`src/rtl/pipe_if_stage.sv`:
```
// Fetch stage plus IF/ID pipeline register: owns the PC, obeys the control unit's
// stall/redirect commands, squashes younger work on a MEM-resolved jump, and counts events.
module pipe_if_stage #(
  parameter int                PC_W     = 32,
  parameter int                INST_W   = 32,
  parameter logic [PC_W-1:0]   RESET_PC = '0,
  parameter logic [INST_W-1:0] NOP_INST = '0
) (
  input  logic              clk,
  input  logic              resetn,
  input  logic              IFwip,
  input  logic              IDwir,
  input  logic              IFwillJump,
  input  logic [PC_W-1:0]   MEMtarget,
  output logic [PC_W-1:0]   imem_addr,
  input  logic [INST_W-1:0] imem_rdata,
  output logic [INST_W-1:0] IDinst,
  output logic [PC_W-1:0]   IDpc4,
  output logic              IDvalid,
  output logic              flush_ex,
  output logic              misalign,
  output logic [15:0]       fetch_cnt,
  output logic [15:0]       squash_cnt,
  output logic [1:0]        dbg_state
);

  // Handshake: there is no valid/ready pair here. IFwip/IDwir are level enables
  // issued by the control unit each cycle; IDvalid qualifies IDinst/IDpc4 toward
  // decode, and flush_ex is a same-cycle kill toward ID/EX and EX/MEM.

  typedef enum logic [1:0] {
    BOOT     = 2'd0,
    RUN      = 2'd1,
    REDIRECT = 2'd2
  } state_t;

  state_t            state;
  logic [PC_W-1:0]   pc;
  logic [PC_W-1:0]   pc_plus4;
  logic [PC_W-1:0]   target;
  logic [INST_W-1:0] id_inst;
  logic [PC_W-1:0]   id_pc4;
  logic              id_valid;
  logic              mis;
  logic [15:0]       fcnt;
  logic [15:0]       scnt;

  assign pc_plus4 = pc + {{(PC_W-3){1'b0}}, 3'd4};
  // Word-aligned redirect; the dropped low bits are reported through misalign.
  assign target   = {MEMtarget[PC_W-1:2], 2'b00};

  always_ff @(posedge clk) begin
    if (!resetn) begin
      state    <= BOOT;
      pc       <= RESET_PC;
      id_inst  <= NOP_INST;
      id_pc4   <= '0;
      id_valid <= 1'b0;
      mis      <= 1'b0;
      fcnt     <= '0;
      scnt     <= '0;
    end else begin
      unique case (state)
        BOOT: begin
          state <= RUN;
        end
        RUN, REDIRECT: begin
          if (IFwillJump) begin
            // Redirect wins over any stall request arriving in the same cycle.
            state    <= REDIRECT;
            pc       <= target;
            id_inst  <= NOP_INST;
            id_valid <= 1'b0;
            scnt     <= scnt + 16'd1;
            if (|MEMtarget[1:0]) mis <= 1'b1;
          end else begin
            state <= RUN;
            if (IFwip) pc <= pc_plus4;
            if (IDwir) begin
              id_inst  <= imem_rdata;
              id_pc4   <= pc_plus4;
              id_valid <= 1'b1;
              fcnt     <= fcnt + 16'd1;
            end
          end
        end
        default: begin
          state <= BOOT;
        end
      endcase
    end
  end

  assign imem_addr  = pc;
  assign IDinst     = id_inst;
  assign IDpc4      = id_pc4;
  assign IDvalid    = id_valid;
  assign flush_ex   = IFwillJump & (state != BOOT);
  assign misalign   = mis;
  assign fetch_cnt  = fcnt;
  assign squash_cnt = scnt;
  assign dbg_state  = state;

endmodule

```
`config.mk`:
```
export PLATFORM = sky130hd
export DESIGN_NAME = pipe_if_stage
export DESIGN_NICKNAME = d
export VERILOG_FILES = /design/src/rtl/pipe_if_stage.sv
export SDC_FILE = /design/constraint.sdc
export NUM_CORES = 1
export LEC_CHECK = 0
export BUFFER_PORTS_ARGS = -buffer_cell sky130_fd_sc_hd__buf_2
export CELL_PAD_IN_SITES_DETAIL_PLACEMENT = 1
export CELL_PAD_IN_SITES_GLOBAL_PLACEMENT = 2
export CORE_MARGIN = 4
export CORE_UTILIZATION = 28
export DETAILED_ROUTE_END_ITERATION = 8
export GPL_TIMING_DRIVEN = 0
export PLACE_DENSITY = 0.91
export SYNTH_ARGS = -nofsm -noshare
export SYNTH_HDL_FRONTEND = slang
export SYNTH_SLANG_ARGS = --single-unit
```
`constraint.sdc`:
```
create_clock -name clk -period 2.55 [get_ports clk]
set_input_delay 0.1275 -clock clk [delete_from_list [all_inputs] [get_ports clk]]
set_output_delay 0.1275 -clock clk [all_outputs]
set_load 0.01 [all_outputs]
```
== Word-level counts from Yosys, hierarchy flattened ==
Cells that the tools add are included.

* $add $sub $neg: 3
* Equal/unequal tests: 2
* Multiplexer cells: 8
* Bitwise gates (word level): 2
* Reduce and logical (&&, ||, !) cells: 11

{| class="wikitable"
|+ Operator list
! cell !! number
|-
| $mux W32 || 4
|-
| $add A16 B1 Y16 const B || 2
|-
| $add A32 B3 Y32 const B || 1
|-
| $reduce_and A2 Y1 || 3
|-
| $reduce_and A3 Y1 || 2
|-
| $reduce_bool A2 Y1 || 3
|-
| $pmux W2 S2 || 1
|-
| $reduce_or A2 Y1 || 2
|-
| $eq A2 B1 Y1 const B || 1
|-
| $eq A2 B2 Y1 const B || 1
|-
| $logic_not A2 Y1 || 1
|-
| $mux W1 || 2
|-
| $mux W2 || 1
|-
| $and A1 B1 Y1 || 1
|-
| $not A1 Y1 || 1
|}

* Register bits: 132
* Input bits: 69
* Output and inout bits: 133
* Word-level logic and storage cells: 34

== Depth between registers and ports, before layout ==
* Depth in word-level cells: 3
* Gate-level depth with buffers: 8
* Depth with buffers taken out: 6

== Least setup slack after synthesis ==
No wires, ideal clock.

* Path kind: reg-to-reg
* From: reg pc[2], in the netlist imem_addr[2]
* To: reg id_pc4[26], in the netlist IDpc4[26]
* Setup time: 0.074 ns
* Arrival time: 2.028 ns
* Required time: 2.476 ns
* Path slack: 0.448 ns
* Cell stages (with the launch flop): 8
* Path buffers: 2
* Clock period less this slack: 2.102 ns
* Cell sequence: dfxtp_1 -> ha_1 -> and3_1 -> clkbuf_1 -> nand3_1 -> clkbuf_1 -> or4_1 -> a31oi_1

* Cells in the longest elaborated chain, start to end: 1

{| class="wikitable"
|+ Ends and longest elaborated chain
! element !! line !! source
|-
| from (decl) || 38 || <nowiki>logic [PC_W-1:0] pc;</nowiki>
|-
| from (signal assigned) || 71 || <nowiki>pc <= target;</nowiki>
|-
| from (signal assigned) || 78 || <nowiki>if (IFwip) pc <= pc_plus4;</nowiki>
|-
| $add A32 B3 Y32 || 48 || <nowiki>assign pc_plus4 = pc + {{(PC_W-3){1'b0}}, 3'd4};</nowiki>
|-
| to (signal assigned) || 81 || <nowiki>id_pc4 <= pc_plus4;</nowiki>
|-
| to (decl) || 42 || <nowiki>logic [PC_W-1:0] id_pc4;</nowiki>
|}

Every way passes these cells.
A chain may end at the register's enable or synchronous reset.

== Worst setup path after layout ==
* From: reg pc[11], in the netlist imem_addr[11]
* To: reg pc[23], in the netlist imem_addr[23]

* Cells in the longest elaborated chain, start to end: 3

{| class="wikitable"
|+ Ends and longest elaborated chain
! element !! line !! source
|-
| $add A32 B3 Y32 || 48 ||
|-
| $mux W32 || 78 ||
|-
| $mux W32 || 68 || <nowiki>if (IFwillJump) begin</nowiki>
|}

Every way passes these cells. The select of a mux whose other input is x is not followed.

==> impl_metrics.sql <==
INSERT INTO impl_metrics (metric_group, metric, value, unit) VALUES
('synthesis', 'netlist.top_cell.by_area', 'sky130_fd_sc_hd__dfxtp_1', ''),
('clock_tree', 'root_buffer', 'sky130_fd_sc_hd__clkbuf_16', ''),
('routing', 'route.antenna.remaining_nets', '0', ''),
('global_routing', 'first_pass_grt_wire_length', '41100', 'µm'),
('outcome', 'status', 'completed', ''),
('die', 'fp.coreArea', '0.0218', 'mm²'),
('global_routing', 'track_usage', '21.7', '%'),
('synthesis', 'avg_cell_area_syn', '8.13', 'µm²'),
('timing', 'timing_hold_violations_final', '0', ''),
('hold_path', 'worst_hold_path.num_cells', '3', ''),
('place', 'place_worst_setup_slack', '-0.292', 'ns'),
('timing', 'timing.final.crit_period', '2.44', 'ns'),
('routing', 'detailed_route_wire_length', '27000', 'µm'),
('synthesis', 'syn-cell-area', '0.00618', 'mm²'),
('synthesis', 'post_synth_inst_count', '761', ''),
('place', 'dp.cells', '1239', ''),
('global_routing', 'initial_antenna_violation_count', '0', ''),
('synthesis', 'postSynth.asyncResetShare', '0', '%'),
('clock_tree', 'tritoncts', 'built', ''),
('critical_path', 'worst_r2r_path_depth', '4', ''),
('global_routing', 'largest_net_degree_at_the_start_of_global_routing', '17', ''),
('critical_path', 'worst_ep_required_time', '2.89', 'ns'),
('timing', 'holdWs', '0.000828', 'ns'),
('die', 'num_io_pins', '202', ''),
('synthesis', 'synth-edff-count', '0', ''),
('synthesis', 'yosys.cell_count.top_type', 'sky130_fd_sc_hd__dfxtp_1', ''),
('timing', 'grt_setup_unrepaired', 'false', ''),
('routing', 'drt_pass1_iterations', '5', ''),
('routing', 'detail_route.vias_per_cell', '5.32', ''),
('finish', 'fillers', '2671', ''),
('power', 'total_power', '5.71', 'mW'),
('synthesis', 'ys_dominant_reg_cell', 'sky130_fd_sc_hd__dfxtp_1', ''),
('power', 'leakage', '3.44', 'nW'),
('synthesis', 'yosys.cell_types.count', '55', ''),
('place', 'io_buffers', '195', ''),
('timing', 'max_freq', '410', 'MHz'),
('critical_path', 'cp_max_fo', '9', ''),
('routing', 'routed_wire_length_per_instance', '20.7', 'µm'),
('critical_path', 'worst_r2r_startpoint', 'imem_addr[11]', ''),
('hold_path', 'hold_path_end', 'imem_addr[19]', ''),
('power', 'power.sequential.fraction', '39.2', '%'),
('clock_tree', 'clockBufferDepth', '2', ''),
('power', 'power_switching_share', '29.9', '%'),
('finish', 'area.growth.synth_to_final', '37.0', '%'),
('finish', 'cell_area_after_layout', '0.00847', 'mm²'),
('finish', 'utilization', '38.9', '%'),
('routing', 'detail_route.iter0.violations', '575', ''),
('timing', 'fin_crit_sh', '95.6', '%'),
('timing', 'clk_skew', '0.0106', 'ns'),
('synthesis', 'synth_top_cell_area_share', '41.4', '%'),
('finish', 'final-seq-area', '0.00256', 'mm²'),
('clock_tree', 'clock-sinks', '128', ''),
('place', 'placed_cell_area', '0.00752', 'mm²'),
('hold_path', 'min-delay-path-class', 'primary input to register', ''),
('finish', 'final_layout_size_suffix_gt1_share', '24.9', '%'),
('global_routing', 'grt_overflow', '0', ''),
('global_routing', 'grt_pass1_vias', '7078', ''),
('die', 'placementRows', '54', ''),
('synthesis', 'yosys_warnings', '0', ''),
('finish', 'multiInputGateArea', '0.00328', 'mm²'),
('place', 'routabilityCongestion', '0.909', ''),
('routing', 'vias', '6930', ''),
('die', 'die_width', '157', 'µm'),
('flow_run', 'number_of_max_cap_violations', '0', ''),
('timing', 'final_worst_setup_slack', '0.113', 'ns'),
('synthesis', 'netlist_top_cells_area', 'sky130_fd_sc_hd__dfxtp_1 (41%), sky130_fd_sc_hd__nor2_1 (4.7%), sky130_fd_sc_hd__a22oi_1 (4.6%), sky130_fd_sc_hd__nand2_1 (3.8%), sky130_fd_sc_hd__clkbuf_1 (3.5%)', ''),
('power', 'total_switching_power', '1.70', 'mW'),
('hold_path', 'hold_path.startpoint', 'MEMtarget[19]', ''),
('finish', 'fin_nets', '1083', ''),
('critical_path', 'setup.worst_path.start_class', 'register', ''),
('clock_tree', 'insertion_delay', '0.43', 'ns');
[cells in the final DEF, fill, tap and decap left out, drive strengths merged, types with 4 or more instances in the layout]
| cell type | count |
|---|---|
| nand4 | 18 |
| a31oi | 16 |
| o31ai | 13 |
| xor2 | 14 |
| xnor2 | 15 |
| a21oi | 33 |
| o21ai | 41 |
| nor2 | 78 |
| o211ai | 8 |
| clkinv | 4 |
| conb | 4 |
| mux2i | 11 |
| a22oi | 38 |
| dfxtp | 128 |
| and2 | 5 |
| ha | 5 |
| o21a | 6 |
| nand2 | 63 |
| buf | 210 |
| nand2b | 6 |
| dlygate4sd3 | 34 |
| a311oi | 5 |
| a211oi | 10 |
| o22ai | 5 |
| or3 | 12 |
| inv | 18 |
| nand3 | 35 |
| nor3 | 22 |
| and3 | 9 |
| or4 | 19 |
| nor4 | 15 |
| and4 | 9 |
| clkbuf | 76 |
[power by group through the flow]
stage                     registers [mW]  clock network [mW]  logic (mW)
after floorplan                     2.30                   0       0.435
after global placement              2.27                   0       0.860
after detailed placement            2.28                   0       0.878
after CTS                           2.23                2.60       0.923
after global routing                2.26                2.69        1.02
final                               2.24                2.55       0.927
[registers in the layout, summed over array words and instances (netlist names)]
register / count
IDinst: 32
IDpc4: 30
IDvalid: 1
dbg_state: 2
fetch_cnt: 16
imem_addr: 30
misalign: 1
squash_cnt: 16
[cells by family after synthesis]
kind of cell             Yosys count  share of synthesized area [%]
adder cells (fa/ha/maj)            5                           1.01
AO/OA/AOI/OAI                    198                           21.1
flip-flops                       128                           41.4
multiplexers                      11                           1.78
AND/OR/NAND/NOR                  300                           24.7
XOR/XNOR                          29                           4.11
buffers and inverters             89                           5.79
other                              1                         0.0606
[repair_timing]
item / 4_1_cts / 5_1_grt
setup endpoints to repair: 21 / 33
gates resized for setup: 3 / 15
hold buffers: 34 / 0
endpoints found under the hold margin: 34 / 0
[cell type report]
class,instances,share of cell area (%)
multi-input combinational,547,38.7
sequential,128,30.2
timing repair buffer,229,15.5
clock buffer,21,5.67
tap,280,4.13
buffer,70,3.51
clock inverter,11,1.51
inverter,16,0.709
antenna,1,0.0295
[per-layer routing]
metal,part of all wire (%),wire [µm],track usage [%]
met5,0,0,0
met4,2.5,683,7.36
met3,7.8,2090,6.28
met2,47,12600,34.8
met1,43,11500,28.1
[worst max path at each step]
| stage | startpoint | to | slack (ns) |
|---|---|---|---|
| CTS | dbg_state[1] | imem_addr[22] | 0.05 |
| finish | imem_addr[11] | imem_addr[23] | 0.11 |
| global placement | dbg_state[1] | IDpc4[22] | -0.26 |
| floorplan | imem_addr[2] | IDpc4[26] | 0.45 |
| detailed placement | dbg_state[1] | IDpc4[7] | -0.29 |
| global route | imem_addr[10] | imem_addr[23] | 0.004 |
[critical path, cell delays in order (launching register included)]
cell	delay, ns
sky130_fd_sc_hd__dfxtp_1	0.50
sky130_fd_sc_hd__and4_1	0.32
sky130_fd_sc_hd__nand4_1	0.52
sky130_fd_sc_hd__or4b_2	0.84
sky130_fd_sc_hd__a31oi_1	0.18
Power figures use the tool's default switching activity.
